## src/rtl/btb_pkg.sv

```systemverilog
// BTB controller shared definitions: set/way field layout,
// widths, default parameters and the controller state enum.
package btb_pkg;
  localparam int DEF_NUM_SETS = 8;
  localparam int INDEX_W = 3;
  localparam int TAG_W = 27;
  localparam int TGT_W = 32;
  localparam int CTR_W = 2;
  localparam int SET_W = 128;
  localparam int WAY_W = 64;
  localparam int W1_LSB = 64;
  localparam int W2_LSB = 0;
  localparam int V_BIT = 63;
  localparam int TAG_LSB = 36;
  localparam int TGT_LSB = 4;
  localparam int CTR_LSB = 2;
  localparam int IDX_LSB = 2;
  localparam int TAG_PC_LSB = 5;
  localparam logic [CTR_W-1:0] DEF_CTR_INIT = 2'b10;

  typedef enum logic [1:0] {
    INIT,
    IDLE,
    UPD_WR
  } state_t;

  function automatic logic [WAY_W-1:0] pack_way(
    input logic [TAG_W-1:0] tag,
    input logic [TGT_W-1:0] tgt,
    input logic [CTR_W-1:0] ctr
  );
    return {1'b1, tag, tgt, ctr, 2'b00};
  endfunction

  function automatic logic [CTR_W-1:0] ctr_step(
    input logic [CTR_W-1:0] c,
    input logic up
  );
    if (up) return (c == '1) ? c : c + 1'b1;
    return (c == '0) ? c : c - 1'b1;
  endfunction
endpackage

```

## src/rtl/btb_controller_if.sv

```systemverilog
// Lookup and update handshake bundle of the BTB controller.
// master: fetch/execute requester side; slave: the controller.
interface btb_controller_if;
  import btb_pkg::*;

  logic             lk_valid;
  logic [31:0]      lk_pc;
  logic             lk_ready;
  logic             lk_resp_valid;
  logic             lk_hit;
  logic [TGT_W-1:0] lk_target;
  logic             lk_taken;
  logic             upd_valid;
  logic [31:0]      upd_pc;
  logic [TGT_W-1:0] upd_target;
  logic             upd_taken;
  logic             upd_ready;
  logic             upd_done;

  modport master (
    output lk_valid, lk_pc,
    output upd_valid, upd_pc, upd_target, upd_taken,
    input  lk_ready, lk_resp_valid, lk_hit,
    input  lk_target, lk_taken,
    input  upd_ready, upd_done
  );

  modport slave (
    input  lk_valid, lk_pc,
    input  upd_valid, upd_pc, upd_target, upd_taken,
    output lk_ready, lk_resp_valid, lk_hit,
    output lk_target, lk_taken,
    output upd_ready, upd_done
  );
endinterface

```

## src/rtl/btb_way_match.sv

```systemverilog
// Tag compare of one 2-way BTB set.
// In: set_data, tag. Out: hit1, hit2, target, ctr (hitting way).
module btb_way_match
  import btb_pkg::*;
(
  input  logic [SET_W-1:0] set_data,
  input  logic [TAG_W-1:0] tag,
  output logic             hit1,
  output logic             hit2,
  output logic [TGT_W-1:0] target,
  output logic [CTR_W-1:0] ctr
);
  logic [WAY_W-1:0] w1;
  logic [WAY_W-1:0] w2;
  logic             unused_pad;

  assign w1 = set_data[W1_LSB +: WAY_W];
  assign w2 = set_data[W2_LSB +: WAY_W];
  assign unused_pad = ^{w1[1:0], w2[1:0]};

  assign hit1 = w1[V_BIT] && (w1[TAG_LSB +: TAG_W] == tag);
  assign hit2 = w2[V_BIT] && (w2[TAG_LSB +: TAG_W] == tag);

  // way 1 wins when both ways hold the tag
  always_comb begin
    target = '0;
    ctr = '0;
    if (hit1) begin
      target = w1[TGT_LSB +: TGT_W];
      ctr = w1[CTR_LSB +: CTR_W];
    end else if (hit2) begin
      target = w2[TGT_LSB +: TGT_W];
      ctr = w2[CTR_LSB +: CTR_W];
    end
  end
endmodule

```

## src/rtl/btb_controller.sv

```systemverilog
// 2-way BTB controller: arbitrates lookup vs update on the set memory.
// Ports: clk, rst (sync, active high), bus (btb_controller_if.slave).
module btb_controller
  import btb_pkg::*;
#(
  parameter int NUM_SETS = DEF_NUM_SETS,
  parameter logic [CTR_W-1:0] CTR_INIT = DEF_CTR_INIT
) (
  input logic            clk,
  input logic            rst,
  btb_controller_if.slave bus
);
  localparam logic [INDEX_W-1:0] LAST = INDEX_W'(NUM_SETS - 1);

  state_t state, state_n;
  logic [INDEX_W-1:0] cnt;
  logic [SET_W-1:0]   mem [NUM_SETS];
  logic [NUM_SETS-1:0] lru;
  logic [SET_W-1:0]   rd_data;
  logic               resp_q;
  logic [INDEX_W-1:0] lk_idx, upd_idx, rd_idx;
  logic [TAG_W-1:0]   lk_tag, upd_tag;
  logic [TGT_W-1:0]   upd_tgt;
  logic               upd_tkn;
  logic               lk_rdy, upd_rdy, done;
  logic               lk_acc, upd_acc;

  logic               l_h1, l_h2, l_hit;
  logic [TGT_W-1:0]   l_tgt;
  logic [CTR_W-1:0]   l_ctr;
  logic               u_h1, u_h2;
  logic [TGT_W-1:0]   u_tgt;
  logic [CTR_W-1:0]   u_ctr;

  logic [SET_W-1:0]   merged;
  logic [WAY_W-1:0]   new_way;
  logic               wr_en, lru_wr, lru_val, vict2;
  logic               unused_bits;

  assign unused_bits = ^{bus.lk_pc[1:0], bus.upd_pc[1:0], l_ctr[0]};

  always_comb begin
    state_n = state;
    lk_rdy = 1'b0;
    upd_rdy = 1'b0;
    done = 1'b0;
    unique case (state)
      INIT: if (cnt == LAST) state_n = IDLE;
      IDLE: begin
        upd_rdy = 1'b1;
        lk_rdy = !bus.upd_valid;
        if (bus.upd_valid) state_n = UPD_WR;
      end
      UPD_WR: begin
        done = 1'b1;
        state_n = IDLE;
      end
      default: state_n = INIT;
    endcase
    // a reset cycle aborts whatever is in flight
    if (rst) begin
      lk_rdy = 1'b0;
      upd_rdy = 1'b0;
      done = 1'b0;
    end
  end

  assign bus.lk_ready = lk_rdy;
  assign bus.upd_ready = upd_rdy;
  assign bus.upd_done = done;

  assign lk_acc = bus.lk_valid && lk_rdy;
  assign upd_acc = bus.upd_valid && upd_rdy;
  assign rd_idx = upd_acc ? bus.upd_pc[IDX_LSB +: INDEX_W]
                          : bus.lk_pc[IDX_LSB +: INDEX_W];

  btb_way_match u_lk_match (
    .set_data(rd_data),
    .tag     (lk_tag),
    .hit1    (l_h1),
    .hit2    (l_h2),
    .target  (l_tgt),
    .ctr     (l_ctr)
  );

  btb_way_match u_upd_match (
    .set_data(rd_data),
    .tag     (upd_tag),
    .hit1    (u_h1),
    .hit2    (u_h2),
    .target  (u_tgt),
    .ctr     (u_ctr)
  );

  assign l_hit = l_h1 || l_h2;
  assign bus.lk_resp_valid = resp_q;
  assign bus.lk_hit = resp_q && l_hit;
  assign bus.lk_target = resp_q ? l_tgt : '0;
  assign bus.lk_taken = resp_q && l_hit && l_ctr[1];

  // lru=1 marks way 2 as least recently used
  always_comb begin
    merged = rd_data;
    new_way = '0;
    wr_en = 1'b0;
    lru_wr = 1'b0;
    lru_val = lru[upd_idx];
    vict2 = rd_data[W1_LSB + V_BIT] &&
            (!rd_data[W2_LSB + V_BIT] || lru[upd_idx]);
    if (u_h1 || u_h2) begin
      new_way = pack_way(upd_tag, upd_tkn ? upd_tgt : u_tgt,
                         ctr_step(u_ctr, upd_tkn));
      wr_en = 1'b1;
      lru_wr = 1'b1;
      lru_val = u_h1;
      if (u_h1) merged[W1_LSB +: WAY_W] = new_way;
      else merged[W2_LSB +: WAY_W] = new_way;
    end else if (upd_tkn) begin
      new_way = pack_way(upd_tag, upd_tgt, CTR_INIT);
      wr_en = 1'b1;
      lru_wr = 1'b1;
      lru_val = !vict2;
      if (vict2) merged[W2_LSB +: WAY_W] = new_way;
      else merged[W1_LSB +: WAY_W] = new_way;
    end
  end

  always_ff @(posedge clk) begin
    if (rst) begin
      state <= INIT;
      cnt <= '0;
      resp_q <= 1'b0;
    end else begin
      state <= state_n;
      resp_q <= lk_acc;
      if (state == INIT) begin
        mem[cnt] <= '0;
        lru[cnt] <= 1'b0;
        cnt <= cnt + 1'b1;
      end
      if (lk_acc || upd_acc) rd_data <= mem[rd_idx];
      if (lk_acc) begin
        lk_idx <= bus.lk_pc[IDX_LSB +: INDEX_W];
        lk_tag <= bus.lk_pc[TAG_PC_LSB +: TAG_W];
      end
      if (upd_acc) begin
        upd_idx <= bus.upd_pc[IDX_LSB +: INDEX_W];
        upd_tag <= bus.upd_pc[TAG_PC_LSB +: TAG_W];
        upd_tgt <= bus.upd_target;
        upd_tkn <= bus.upd_taken;
      end
      if (resp_q && l_hit) lru[lk_idx] <= l_h1;
      // placed last so an update's LRU value wins on the same set
      if (state == UPD_WR) begin
        if (wr_en) mem[upd_idx] <= merged;
        if (lru_wr) lru[upd_idx] <= lru_val;
      end
    end
  end
endmodule

```

## src/flat_wrapper.sv

```systemverilog
// flat-port wrapper written by rule: the top's interface ports become plain ports
module btb_controller_flat import btb_pkg::*;
#(
  parameter int NUM_SETS = DEF_NUM_SETS,
  parameter logic [CTR_W-1:0] CTR_INIT = DEF_CTR_INIT
)
  (clk, rst, bus_lk_valid, bus_lk_pc, bus_upd_valid, bus_upd_pc, bus_upd_target, bus_upd_taken, bus_lk_ready, bus_lk_resp_valid, bus_lk_hit, bus_lk_target, bus_lk_taken, bus_upd_ready, bus_upd_done);
  btb_controller_if bus_i ();
  input logic clk;
  input logic rst;
  input wire logic [$bits(bus_i.lk_valid)-1:0] bus_lk_valid;
  input wire logic [$bits(bus_i.lk_pc)-1:0] bus_lk_pc;
  input wire logic [$bits(bus_i.upd_valid)-1:0] bus_upd_valid;
  input wire logic [$bits(bus_i.upd_pc)-1:0] bus_upd_pc;
  input wire logic [$bits(bus_i.upd_target)-1:0] bus_upd_target;
  input wire logic [$bits(bus_i.upd_taken)-1:0] bus_upd_taken;
  output wire logic [$bits(bus_i.lk_ready)-1:0] bus_lk_ready;
  output wire logic [$bits(bus_i.lk_resp_valid)-1:0] bus_lk_resp_valid;
  output wire logic [$bits(bus_i.lk_hit)-1:0] bus_lk_hit;
  output wire logic [$bits(bus_i.lk_target)-1:0] bus_lk_target;
  output wire logic [$bits(bus_i.lk_taken)-1:0] bus_lk_taken;
  output wire logic [$bits(bus_i.upd_ready)-1:0] bus_upd_ready;
  output wire logic [$bits(bus_i.upd_done)-1:0] bus_upd_done;
  assign bus_i.lk_valid = bus_lk_valid;
  assign bus_i.lk_pc = bus_lk_pc;
  assign bus_i.upd_valid = bus_upd_valid;
  assign bus_i.upd_pc = bus_upd_pc;
  assign bus_i.upd_target = bus_upd_target;
  assign bus_i.upd_taken = bus_upd_taken;
  assign bus_lk_ready = bus_i.lk_ready;
  assign bus_lk_resp_valid = bus_i.lk_resp_valid;
  assign bus_lk_hit = bus_i.lk_hit;
  assign bus_lk_target = bus_i.lk_target;
  assign bus_lk_taken = bus_i.lk_taken;
  assign bus_upd_ready = bus_i.upd_ready;
  assign bus_upd_done = bus_i.upd_done;
  btb_controller #(.NUM_SETS(NUM_SETS), .CTR_INIT(CTR_INIT)) u_core (.clk(clk), .rst(rst), .bus(bus_i));
endmodule
```

## config.mk

```make
export PLATFORM = sky130hd
export DESIGN_NAME = btb_controller_flat
export DESIGN_NICKNAME = d
export VERILOG_FILES = /design/src/rtl/btb_pkg.sv /design/src/rtl/btb_controller_if.sv /design/src/rtl/btb_way_match.sv /design/src/rtl/btb_controller.sv /design/src/flat_wrapper.sv
export SDC_FILE = /design/constraint.sdc
export NUM_CORES = 1
export LEC_CHECK = 0
export BUFFER_PORTS_ARGS = -buffer_cell sky130_fd_sc_hd__buf_2
export CAP_MARGIN = 15
export CORE_ASPECT_RATIO = 2
export CORE_MARGIN = 3
export CORE_UTILIZATION = 60
export DETAILED_ROUTE_END_ITERATION = 10
export HOLD_SLACK_MARGIN = 0.15
export PLACE_DENSITY = 0.77
export SLEW_MARGIN = 20
export SYNTH_ARGS = -nofsm -noshare
export SYNTH_HDL_FRONTEND = slang
export SYNTH_SLANG_ARGS = --single-unit
```

## constraint.sdc

```tcl
create_clock -name clk -period 33.5 [get_ports clk]
set_clock_uncertainty 0.15 [all_clocks]
set_input_delay 5.025 -clock clk [delete_from_list [all_inputs] [get_ports clk]]
set_output_delay 5.025 -clock clk [all_outputs]
set_load 0.01 [all_outputs]
```

==> flow_metrics.tcl, run 1 <==
set metrics [dict create \
    grt_usage_pct 26.6 \
    yosysWarnings 0 \
    cp-start-kind "primary input" \
    start_util_pct 60.7 \
    path_class "in -> out" \
    die_x_um 208 \
    postCtsSetupRepairBufs 0 \
    cts_max_path_buffers 3 \
    sequentialPowerShare_pct 56.5 \
    clk-insertion-delay-late_ps 700 \
    ys_types 57 \
    dp_hpwl_um 61900 \
    ys_seq_elements 1223 \
    sw_frac_of_total_pct 20.1 \
    grt_pass1_wl_um 166000 \
    synth.area.top_cells "edfxtp_1 (75%), mux4_2 (11%), mux2i_1 (3.3%), mux2_2 (2.9%), nor2_1 (1.3%)" \
    htree_levels 3 \
    rows 147 \
    first_global_vias 25900 \
    syn_area_um2 48900 \
    clock-sinks 1223 \
    clock-root-buffer "clkbuf_16" \
    seq_area_frac_synth_pct 75.0 \
    synth.most_common_cell "edfxtp_1" \
    hold_viol_final 0 \
    syn-instance-count 2364 \
    clockPowerShare_pct 39.3 \
    synth_area_leader_cell "edfxtp_1" \
    fillers 5066 \
    vias 24000 \
    synth_common_cells "edfxtp_1 (1,217), mux4_2 (248), nor2_1 (173), mux2i_1 (162), mux2_2 (126)" \
    report.final.slew_viol_count 0 \
    ios 139 \
    synthArstFlopShare_pct 0 \
    fin_crit_ps 11260 \
    path_max_fanout 9 \
    fmax_mhz 88.8 \
    portBuffers 134 \
    p_int_w 0.00244 \
    synth_edf_count 1217 \
    ant_nets 0 \
    powerDensity_nw_per_um2 56.2 \
    remaining_drc_errors 0 \
    firstDrtPassIters 5 \
    grt_antenna_before_repair 4 \
    dieArea_um2 85100 \
    peakVddDrop_mv 0.0643 \
    syn_nets 2467 \
    clk_pin_slew_ps 70 \
    slew_headroom_pct 26.3 \
    hold_class "reg -> reg" \
    cp.arrival_ps 6080 \
    final.setup.tns_ps 0 \
    setup_viol 0 \
    outcome "finished, final reports clean" \
    cts_tree "built" \
    fin_nets 2634 \
    grt_max_degree 158 \
    post_cts_resized 0 \
    cts_hold_buf 0 \
    finalCritPeriodShare_pct 33.6 \
    overflow 0 \
    die_h_um 410 \
    cap_violations 0 \
    cts_made_buffers 101 \
    crit_required_ps 28320 \
    area_growth_pct 10.9 \
    post_route_cells_drive_above_1_share_pct 27.6 \
    crit_path_end_kind "primary output" \
    synth_top_area_share_pct 74.8 \
    p_switching_w 0.000612 \
    wire_per_inst_um 30.6 \
    drt_wl_total_um 112000 \
    syn_avg_cell_area_um2 20.7 \
    place_area_um2 50800 \
    rsz0062_at_grt "no" \
    combPwrFrac_pct 4.2 \
    drtIter0Drc 2131 \
    synth_ff_type "edfxtp_1" \
    core_um2 80600 \
    vias_per_cell 6.57 \
    tightest_slew_ps 1110 \
    power.static_leakage_nw 16.7 \
    gp_congestion 0.907 \
    final_area_um2 54200 \
]
## per-layer routing
metal	up-vias	part of all wire (%)	track usage (%)
met4	4	4.1	11.0
met1	12600	36	33.5
met3	235	6.7	4.45
li1	9986	-	-
met5	-	0.023	0
met2	1138	53	46.3
## cells in the final DEF (no fill, tap or decap), drive strengths merged, types with 23 or more instances in the layout
master / n
xnor2: 53
mux2i: 162
nor2: 173
xor2: 54
buf: 176
edfxtp: 1217
mux4: 248
clkbuf: 126
mux2: 126
clkinv: 34
nor4: 23
## metrics by stage
step                setup slack [ps]  hold WS, ps  total power (W)  instances  utilization, %
floorplan                      17520          369          0.00185       2364               -
global placement               22340          410          0.00188       3470            63.1
detailed placement             22300          461          0.00188       3470            63.1
CTS                            22280          467          0.00307       3652            67.2
global route                   22190          512          0.00313       3653            67.3
finish                         22240          471          0.00305       3655            67.3
## worst max-delay path, cell delays in order
cell	delay, ps
buf_2	160
nor3b_2	450
nor2b_1	270
buf_2	170
## power groups by stage
stage	registers, W	clock network (W)	logic (W)
global route	0.00172	0.00127	0.000137
floorplan	0.00176	0	0.0000914
global placement	0.00175	0	0.000126
CTS	0.00172	0.00122	0.000131
finish	0.00172	0.00120	0.000129
detailed placement	0.00175	0	0.000129
## final timing paths
path                                                  start                     endpoint  slack (ps)  depth (start not counted)
worst max-delay path                                    rst                 bus_lk_ready       22240                          4
worst min-delay path             u_core.cnt[2]$_SDFFE_PP0P_   u_core.cnt[2]$_SDFFE_PP0P_         470                          2
worst max register to register  u_core.upd_tag[0]$_DFFE_PP_  u_core.mem[2][51]$_DFFE_PP_       27970                          9
worst min register to register   u_core.cnt[2]$_SDFFE_PP0P_   u_core.cnt[2]$_SDFFE_PP0P_         470                          2
## registers in the layout, summed over array words and instances (netlist names)
signal / cells
u_core.state: 2
u_core.rd_data: 124
u_core.mem: 992
u_core.lk_tag: 27
u_core.cnt: 3
u_core.upd_tag: 27
u_core.upd_tkn: 1
u_core.lk_idx: 3
u_core.upd_tgt: 32
u_core.upd_idx: 3
u_core.bus.lk_resp_valid: 1
u_core.lru: 8
## kinds of logic (layout without fill, tap and decap cells)
| kind of cell | Yosys count | count (layout) | share of synthesized area [%] |
|---|---|---|---|
| flip-flops | 1223 | 1223 | 75.0 |
| multiplexers | 536 | 536 | 17.6 |
| AND/OR/NAND/NOR | 311 | 311 | 3.16 |
| buffers and inverters | 118 | 364 | 1.28 |
| XOR/XNOR | 107 | 107 | 1.92 |
| AO/OA/AOI/OAI | 65 | 65 | 0.876 |
| adder cells (fa/ha/maj) | 4 | 4 | 0.0922 |
| other | 0 | 2 | 0 |
## cell type report
class	count	area, µm²	share of cell area [%]
antenna	2	5.00	0.00923
clock buffer	126	2650	4.89
clock inverter	56	674	1.24
inverter	6	22.5	0.0416
multi-input combinational	1023	11800	21.8
sequential	1223	36700	67.6
tap	1043	1310	2.41
timing repair buffer	176	1060	1.95
(Power assumes the default switching activity.)
==> run 2, diff against run 1 <==
--- a/config.mk
+++ b/config.mk
@@ -5,14 +5,15 @@
 export SDC_FILE = /design/constraint.sdc
 export NUM_CORES = 1
 export LEC_CHECK = 0
+export ABC_AREA = 1
 export BUFFER_PORTS_ARGS = -buffer_cell sky130_fd_sc_hd__buf_2
 export CAP_MARGIN = 15
 export CORE_ASPECT_RATIO = 2
 export CORE_MARGIN = 3
-export CORE_UTILIZATION = 60
+export CORE_UTILIZATION = 56
 export DETAILED_ROUTE_END_ITERATION = 10
 export HOLD_SLACK_MARGIN = 0.15
-export PLACE_DENSITY = 0.77
+export PLACE_DENSITY = 0.76
 export SLEW_MARGIN = 20
 export SYNTH_ARGS = -nofsm -noshare
 export SYNTH_HDL_FRONTEND = slang
==> constraint.sdc (replaced) <==
create_clock -name clk -period 9.46 [get_ports clk]
set_clock_uncertainty 0.15 [all_clocks]
set_input_delay 1.419 -clock clk [delete_from_list [all_inputs] [get_ports clk]]
set_output_delay 1.419 -clock clk [all_outputs]
set_load 0.01 [all_outputs]
==> run 2 against run 1 <==
Worst hold slack got worse by 28 ps. Combinational power rose to 4.3 times the previous value. Sequential power rose to 3.5 times the previous value. Synthesized cell count rose by 98%. Critical path depth rose by 8. Cell area rose by 7.9%. First-iteration DRC count rose by 110%. Worst setup slack got worse by 19000 ps. Sequential share of layout area fell by 5.0 points.
==> flow_metrics.tcl, run 2 <==
set metrics [dict create \
    synthArstFlopShare_pct 0 \
    syn_area_um2 53300 \
    synth_edf_count 1217 \
    startpoint "u_core.lk_tag[8]$_DFFE_PP_" \
    synth.area.top_cells "edfxtp_1 (69%), nor2_1 (5.8%), nand2_1 (5.0%), o21ai_0 (4.8%), o22ai_1 (2.9%)" \
    timing.final.ws_setup_ps 3410 \
    post-place-ws_ps 2930 \
    grt_antenna_before_repair 10 \
    first_global_vias 37600 \
    ios 139 \
    hold_class "reg -> reg" \
    synth_area_leader_cell "edfxtp_1" \
    cts_hold_buf 0 \
    post_cts_resized 0 \
    post_route_cells_drive_above_1_share_pct 11.5 \
    ys_types 44 \
    final_common_cell "edfxtp_1" \
    cp-endpoint "bus_lk_target[1]" \
    power.static_leakage_nw 21.5 \
    largest-register "u_core.mem" \
    clk-insertion-delay-late_ps 730 \
    overflow 0 \
    fin_nets 4829 \
    drtIter0Drc 4389 \
    path_class "reg -> out" \
    reg2reg_setup_slack_ps 3540 \
    rsz0062_at_grt "no" \
    grt_pass1_wl_um 233000 \
    vias_per_cell 6.29 \
    crit_path_end_kind "primary output" \
    hold_viol_final 0 \
    synth.most_common_cell "edfxtp_1" \
    grt_use_met2_pct 55.4 \
    path_max_fanout 37 \
    outcome "finished, final reports clean" \
    area_growth_pct 9.64 \
    slew_headroom_pct 17.0 \
    cts_tree "built" \
    multi_input_area_um2 14700 \
    fmax_mhz 165 \
    cts_max_path_buffers 3 \
    cp.arrival_ps 4480 \
    firstDrtPassIters 5 \
    clk_pin_slew_ps 70 \
    cap_violations 0 \
    clock-sinks 1223 \
    rows 159 \
    grt-busiest-layer "met2" \
    finalCritPeriodShare_pct 64.0 \
    die_x_um 224 \
    reg_top3 "u_core.mem: 992 flops, u_core.rd_data: 124 flops, u_core.upd_tgt: 32 flops" \
    wire_per_inst_um 26.8 \
    met3_usage_pct 4.80 \
    reg2reg_from "u_core.rd_data[117]$_DFFE_PP_" \
    tightest_slew_ps 1240 \
    drt_wl_total_um 161000 \
    ys_seq_elements 1223 \
    htree_levels 3 \
    final-seq-area_um2 36700 \
    vias 37900 \
    r2r-end "u_core.mem[2][108]$_DFFE_PP_" \
    fillers 7220 \
    clock-root-buffer "clkbuf_16" \
    yosysWarnings 0 \
    dp_hpwl_um 96200 \
    cts_made_buffers 101 \
    grt_usage_pct 32.0 \
    syn-instance-count 4692 \
    crit_required_ps 7890 \
    gp_congestion 1.04 \
    core_um2 94100 \
    postCtsSetupRepairBufs 0 \
    peakVddDrop_mv 0.184 \
    grt_max_degree 224 \
    synth_common_cells "edfxtp_1 (1,217), nor2_1 (821), nand2_1 (710), o21ai_0 (508), o22ai_1 (248)" \
    start_util_pct 56.7 \
    setup_viol 0 \
    final.setup.tns_ps 0 \
    ant_nets 0 \
    portBuffers 134 \
    seq_area_frac_synth_pct 68.7 \
    synth_ff_type "edfxtp_1" \
    powerDensity_nw_per_um2 186 \
    syn_nets 4795 \
    remaining_drc_errors 0 \
    synth_top_area_share_pct 68.5 \
    largest_register_ffs 992 \
    mostFrequentLayoutCells "edfxtp_1 (1,217), nor2_1 (812), nand2_1 (709), o21ai_0 (508), o22ai_1 (248)" \
    die_h_um 443 \
    report.final.slew_viol_count 0 \
    dieArea_um2 99200 \
    grt.met1_usage_pct 36.9 \
    cp-start-kind "register" \
    syn_avg_cell_area_um2 11.4 \
    r2r_cells 14 \
    fin_crit_ps 6050 \
]
[run 2: cell count changes after synthesis, sizes merged, moves of 60 or more]
cell / before / now
nand2: 12 / 716
inv: 6 / 257
o22ai: 4 / 248
clkbuf: 47 / 148
mux2i: 162 / 0
o21ai: 14 / 560
a211oi: 2 / 62
nor2: 173 / 828
mux4: 248 / 0
nand3: 17 / 188
[run 2: worst max-delay path, cell delays in order, from the launching register on]
cell,delay (ps)
edfxtp_1,550
xnor2_1,590
nand3_1,140
nor2_1,140
nand2_1,70
nor2_1,90
nand2_1,60
buf_4,340
nand2_1,220
nand2_1,70
buf_4,350
a211oi_1,830
buf_2,280
[run 2: logic make-up after synthesis]
kind of cell             Yosys count  share of synthesized area (%)
AND/OR/NAND/NOR                 1846                           14.1
flip-flops                      1223                           68.7
AO/OA/AOI/OAI                    952                           9.99
buffers and inverters            518                           4.05
multiplexers                     124                           2.62
XOR/XNOR                          27                          0.443
adder cells (fa/ha/maj)            2                         0.0469
[run 2: layout make-up]
| class | instances | area share (%) |
|---|---|---|
| clock buffers | 122 | 4.53 |
| clock inverters | 67 | 1.15 |
| flip-flops and latches | 1223 | 62.7 |
| diodes | 6 | 0.0257 |
| repair buffers | 190 | 2.26 |
| multi-input cells | 2951 | 25.1 |
| inverters | 259 | 1.68 |
| well taps | 1207 | 2.58 |
[run 2: per-stage QoR]
stage / total power, W / hold slack [ps] / instances / cell area, µm² / util, %
finish: 0.0109 / 444 / 6025 / 58500 / 62.2
floorplan: 0.00656 / 364 / 4692 / 53300 / -
CTS: 0.0109 / 436 / 6018 / 58400 / 62.1
global route: 0.0111 / 475 / 6020 / 58500 / 62.1
detailed placement: 0.00674 / 421 / 5829 / 55100 / 58.6
global placement: 0.00671 / 415 / 5829 / 55100 / 58.6
[run 2: report_power, final]
part	internal, W	switching (W)	total, W
Sequential	0.00604	0.0000323	0.00608
Clock	0.00229	0.00194	0.00423
Combinational	0.000174	0.000381	0.000556
Total	0.00851	0.00235	0.0109
[run 2: how the worst min path moves through the flow]
| stage | start | end | slack, ps | cells past startpoint |
|---|---|---|---|---|
| floorplan | u_core.cnt[0]$_SDFFE_PP0P_ | u_core.cnt[0]$_SDFFE_PP0P_ | 360 | 2 |
| detailed placement | u_core.cnt[1]$_SDFFE_PP0P_ | u_core.cnt[1]$_SDFFE_PP0P_ | 420 | 2 |
| global placement | u_core.state[0]$_SDFFE_PP0P_ | u_core.state[0]$_SDFFE_PP0P_ | 420 | 3 |
| global route | u_core.cnt[1]$_SDFFE_PP0P_ | u_core.cnt[1]$_SDFFE_PP0P_ | 480 | 2 |
| CTS | u_core.cnt[1]$_SDFFE_PP0P_ | u_core.cnt[1]$_SDFFE_PP0P_ | 440 | 2 |
| finish | u_core.cnt[1]$_SDFFE_PP0P_ | u_core.cnt[1]$_SDFFE_PP0P_ | 440 | 2 |
[run 2: per-layer routing]
metal / vias up / wire [µm]
met5: - / 27
met4: 4 / 11600
met3: 604 / 13400
met2: 2210 / 81300
met1: 18400 / 54900
li1: 16700 / -
